===== src/rtl/cache_arbiter_pkg.sv =====
// cache_arbiter_pkg: shared types and constants for the I/D cache arbiter
package cache_arbiter_pkg;
  localparam int LINE_BITS = 256;
  localparam int OFFSET_BITS = 5;
  typedef enum logic [1:0] {IDLE, SERVE_I, SERVE_D, RELEASE} arb_state_t;
  typedef enum logic {GRANT_I, GRANT_D} grant_t;
  function automatic logic [31:0] line_align(input logic [31:0] a);
    return {a[31:OFFSET_BITS], {OFFSET_BITS{1'b0}}};
  endfunction
endpackage


===== src/rtl/sat_counter32.sv =====
// sat_counter32: 32-bit event counter that sticks at all-ones
module sat_counter32 #(
  parameter logic [31:0] INIT = '0
) (
  input  logic        clk,
  input  logic        rst,
  input  logic        inc,
  output logic [31:0] count
);
  always_ff @(posedge clk)
    count <= rst ? INIT : (inc && count != '1) ? count + 32'd1 : count;
endmodule


===== src/rtl/cache_arbiter.sv =====
// cache_arbiter: round-robin arbiter sharing one physical memory port between I- and D-cache
module cache_arbiter
  import cache_arbiter_pkg::*;
#(
  parameter logic [31:0] CNT_INIT = '0
) (
  input  logic                 clk,
  input  logic                 rst,
  input  logic                 i_read,
  input  logic [31:0]          i_addr,
  output logic [LINE_BITS-1:0] i_rdata,
  output logic                 i_resp,
  input  logic                 d_read,
  input  logic                 d_write,
  input  logic [31:0]          d_addr,
  input  logic [LINE_BITS-1:0] d_wdata,
  output logic [LINE_BITS-1:0] d_rdata,
  output logic                 d_resp,
  output logic                 pmem_read,
  output logic                 pmem_write,
  output logic [31:0]          pmem_addr,
  output logic [LINE_BITS-1:0] pmem_wdata,
  input  logic [LINE_BITS-1:0] pmem_rdata,
  input  logic                 pmem_resp,
  output logic [31:0]          i_fill_count,
  output logic [31:0]          d_xfer_count
);
  arb_state_t state, state_n;
  grant_t last_grant, pick;
  logic [31:0] addr_q;
  logic wr_q, d_pend, busy;
  assign d_pend = d_read | d_write;
  assign pick = (i_read && (!d_pend || last_grant == GRANT_D)) ? GRANT_I : GRANT_D;
  // address and op are captured on grant so a client dropping its request cannot disturb the command
  always_ff @(posedge clk)
    if (rst) begin
      state      <= IDLE;
      last_grant <= GRANT_D;
      addr_q     <= '0;
      wr_q       <= 1'b0;
    end else begin
      state <= state_n;
      if (state == IDLE && (i_read || d_pend)) begin
        addr_q <= pick == GRANT_I ? i_addr : d_addr;
        wr_q   <= pick == GRANT_D && d_write;
      end
      if (i_resp) last_grant <= GRANT_I;
      else if (d_resp) last_grant <= GRANT_D;
    end
  always_comb begin
    state_n    = state == IDLE    ? ((i_read || d_pend) ? (pick == GRANT_I ? SERVE_I : SERVE_D) : IDLE) :
                 state == RELEASE ? IDLE :
                 pmem_resp        ? RELEASE : state;
    busy       = state == SERVE_I || state == SERVE_D;
    pmem_read  = state == SERVE_I || (state == SERVE_D && !wr_q);
    pmem_write = state == SERVE_D && wr_q;
    pmem_addr  = busy ? line_align(addr_q) : '0;
    pmem_wdata = state == SERVE_D ? d_wdata : '0;
    i_resp     = state == SERVE_I && pmem_resp;
    d_resp     = state == SERVE_D && pmem_resp;
    i_rdata    = i_resp ? pmem_rdata : '0;
    d_rdata    = d_resp ? pmem_rdata : '0;
  end
  sat_counter32 #(.INIT(CNT_INIT)) u_i_cnt (.clk(clk), .rst(rst), .inc(i_resp), .count(i_fill_count));
  sat_counter32 #(.INIT(CNT_INIT)) u_d_cnt (.clk(clk), .rst(rst), .inc(d_resp), .count(d_xfer_count));
endmodule


===== config.mk =====
export PLATFORM = sky130hd
export DESIGN_NAME = cache_arbiter
export DESIGN_NICKNAME = d
export VERILOG_FILES = /design/src/rtl/cache_arbiter_pkg.sv /design/src/rtl/sat_counter32.sv /design/src/rtl/cache_arbiter.sv
export SDC_FILE = /design/constraint.sdc
export NUM_CORES = 1
export LEC_CHECK = 0
export BUFFER_PORTS_ARGS = -buffer_cell sky130_fd_sc_hd__buf_2
export CAP_MARGIN = 20
export CORE_AREA = 2 2 570 572
export DETAILED_ROUTE_END_ITERATION = 7
export DIE_AREA = 0 0 572 574
export GPL_ROUTABILITY_DRIVEN = 0
export SLEW_MARGIN = 20
export SYNTH_ARGS = -nofsm -noshare
export SYNTH_HDL_FRONTEND = slang
export SYNTH_SLANG_ARGS = --single-unit

===== constraint.sdc =====
create_clock -name clk -period 5.3 [get_ports clk]
set_clock_uncertainty 0.05 [all_clocks]
set_input_delay 0.795 -clock clk [delete_from_list [all_inputs] [get_ports clk]]
set_output_delay 0.795 -clock clk [all_outputs]
set_load 0.05 [all_outputs]

==> qor.yml <==
htreeDepth: 3
drt_drc_violations_left: 0
io_buffers: 1434
worstPathCellList: "inv_1 > ha_4 > buf_4 > nand2_1 > inv_1 > buf_2"
synth_flop_cell: "dfxtp_1"
ys_ff_latch: 95
crit_buf_inv: 4
rows: 209
final.fill_count: 38400
layout_commonest_cell: "buf_2"
clkTransAtPathRegs_ps: 100
synth_edf_count: 0
layout_common_cells: "buf_2 (1432), and3_1 (518), and2_1 (285), dfxtp_1 (95), nand2_1 (76)"
syn_area_sq_mm: 0.0102
period_share_pct: 74.6
worst_slew_pin_slew_ps: 1080
p_per_area_mw_per_mm2: 241
cp_slowest_cell: "nand2_1"
fin_cells: 7285
pin_count: 1450
antenna_found_initial: 342
routedWlPerCell_um: 40.6
period_needed_ps: 3950
clock_latency_ps: 420
max_stage_delay_ps: 680
ys_top_cells_by_area: "and3_1 (32%), dfxtp_1 (19%), and2_1 (17%)"
final-seq-area_sq_mm: 0.00190
place_ws_ps: 1530
hold_viol: 0
vias: 20000
drv_slew: 0
start_kind: "flip-flop"
synth_cells: 1518
layout-drive-gt1-share_pct: 53.3
max_freq_ghz: 0.253
cts_sinks: 95
grt_pass1_vias: 17300
die_w_um: 572
endpoint_kind: "output pin"
cp_top_family: "buffers and inverters"
peakVddDrop_uv: 158
ys_types: 56
die_h_um: 574
relSlewSlack_pct: 27.2
root_buffer: "clkbuf_16"
rsz0062_at_grt: "false"
area_growth_pct: 126
dp_cells: 7123
ys_seq_area_share_pct: 18.6
worst_hold_path_type: "reg -> reg"
grtUsageTotal_pct: 17.2
multi_input_area_sq_mm: 0.00762
hpwl_um: 277000
outcome: "completed"
cts_buffers: 9
via_per_inst: 2.75
postCtsSetupBuffers: 0
cts_tree: "done"
cp.arrival_ps: 3110
crit_type: "reg -> out"
cts_resized: 0
cp_max_fo: 54
coreArea_sq_mm: 0.323
synth_top_area_share_pct: 31.6
cp_common_cell: "inv_1"
postRouteAntennaNets: 0
grt_pass1_wl_um: 331000
required_ps: 4450
drt_iter0_drc: 1987
firstDrtPassIters: 8
gr-total-overflow: 0
p_leak_uw: 0.0126
design.die.area_sq_mm: 0.328
maxCapViolCount: 0
tns_ps: 0
wl_um: 296000
cts_hold_buf: 0
synth_warnings: 0
cts_max_path_buffers: 2
start_util_pct: 3.17
ys_async_sr_fraction_pct: 0
syn_avg_cell_area_sq_um: 6.75
setup_viol: 0
fin_nets: 3397
netlist.top_cell.by_area: "and3_1"
fin_ws_ps: 1350
grt_max_degree: 157
-- kinds of logic (layout without fill, tap and decap cells) --
| family | after synthesis | count (layout) | synth area share [%] |
|---|---|---|---|
| AO/OA/AOI/OAI | 128 | 128 | 8.65 |
| XOR/XNOR | 21 | 21 | 1.80 |
| adder cells (fa/ha/maj) | 6 | 6 | 0.733 |
| buffers and inverters | 194 | 1486 | 7.50 |
| flip-flops | 95 | 95 | 18.6 |
| multiplexers | 5 | 5 | 0.525 |
| other | 1 | 151 | 0.0366 |
| AND/OR/NAND/NOR | 1068 | 1068 | 62.2 |
-- where the power goes --
part	total [uW]	switching, uW	leakage (uW)	internal [uW]
clock network	776	430	0.000145	346
registers	788	30.6	0.000773	758
logic	4000	3290	0.0116	717
total	5570	3750	0.0126	1820
-- per-layer routing --
metal	track usage, %	part of all wire, %	vias to the layer above
li1	-	-	8141
met1	16.5	33	9034
met2	26.3	42	1959
met3	15.9	21	696
met4	4.99	4.3	172
met5	0.726	0.49	-
-- registers in the layout (all words and copies together), names as in the netlist --
register,flops
wr_q,1
state,2
u_d_cnt.count,32
u_i_cnt.count,32
addr_q,27
last_grant,1
-- worst reg2reg max path, stage by stage (launching register included) --
cell     delay (ps)
dfxtp_1         370
inv_1           140
ha_4            280
buf_4           530
nand2_1         700
or3_1           910
or4_1           600
a21oi_1         170
-- per-stage QoR --
| step | total power [uW] | instance area (sq um) | hold WS [ps] | utilization (%) |
|---|---|---|---|---|
| after detailed placement | 4870 | 22500 | 438 | 6.96 |
| after CTS | 5670 | 22800 | 453 | 7.05 |
| after floorplan | 2920 | 10300 | 409 | - |
| final | 5570 | 23100 | 450 | 7.16 |
| after global placement | 4860 | 22500 | 431 | 6.96 |
| after global routing | 5800 | 22800 | 465 | 7.08 |
-- worst paths after layout --
path	cells after the start	slack, ps	to	startpoint
worst max-delay path	6	1350	d_resp	state[0]$_SDFFE_PP0P_
worst min-delay path	2	450	addr_q[22]$_SDFFE_PP0P_	addr_q[22]$_SDFFE_PP0P_
worst max register to register	7	1480	u_d_cnt.count[19]$_SDFFE_PP0P_	state[0]$_SDFFE_PP0P_
worst min register to register	2	450	addr_q[22]$_SDFFE_PP0P_	addr_q[22]$_SDFFE_PP0P_
-- final cells by class --
class	instances	share of cell area (%)
inverters	11	0.179
flip-flops and latches	95	8.23
diodes	146	1.58
repair buffers	1459	32.3
well taps	4325	23.4
clock buffers	10	1.03
clock inverters	6	0.265
multi-input cells	1233	33.0
-- synthesized netlist by cell type, types with 2 or more instances --
library cell  number
a2111oi_0          2
a211oi_1           3
a21oi_1           37
a311oi_1          30
a31oi_1            5
and2_1           285
and3_1           518
and4_1             6
buf_1              2
buf_2              2
buf_4              8
clkbuf_1         170
dfxtp_1           95
ha_1               6
inv_1             10
mux2_2             3
mux2i_1            2
nand2_1           76
nand2b_1           3
nand3_1           25
nand4_1           22
nor2_1            67
nor2b_1            3
nor3_1             7
nor4_1             8
o211ai_1           2
o21ai_0           20
o311a_1            2
o31ai_1           17
or2_2              5
or3_1             15
or4_1             18
or4_4              2
xnor2_1           17
xor2_1             4
(Power assumes the default switching activity.)
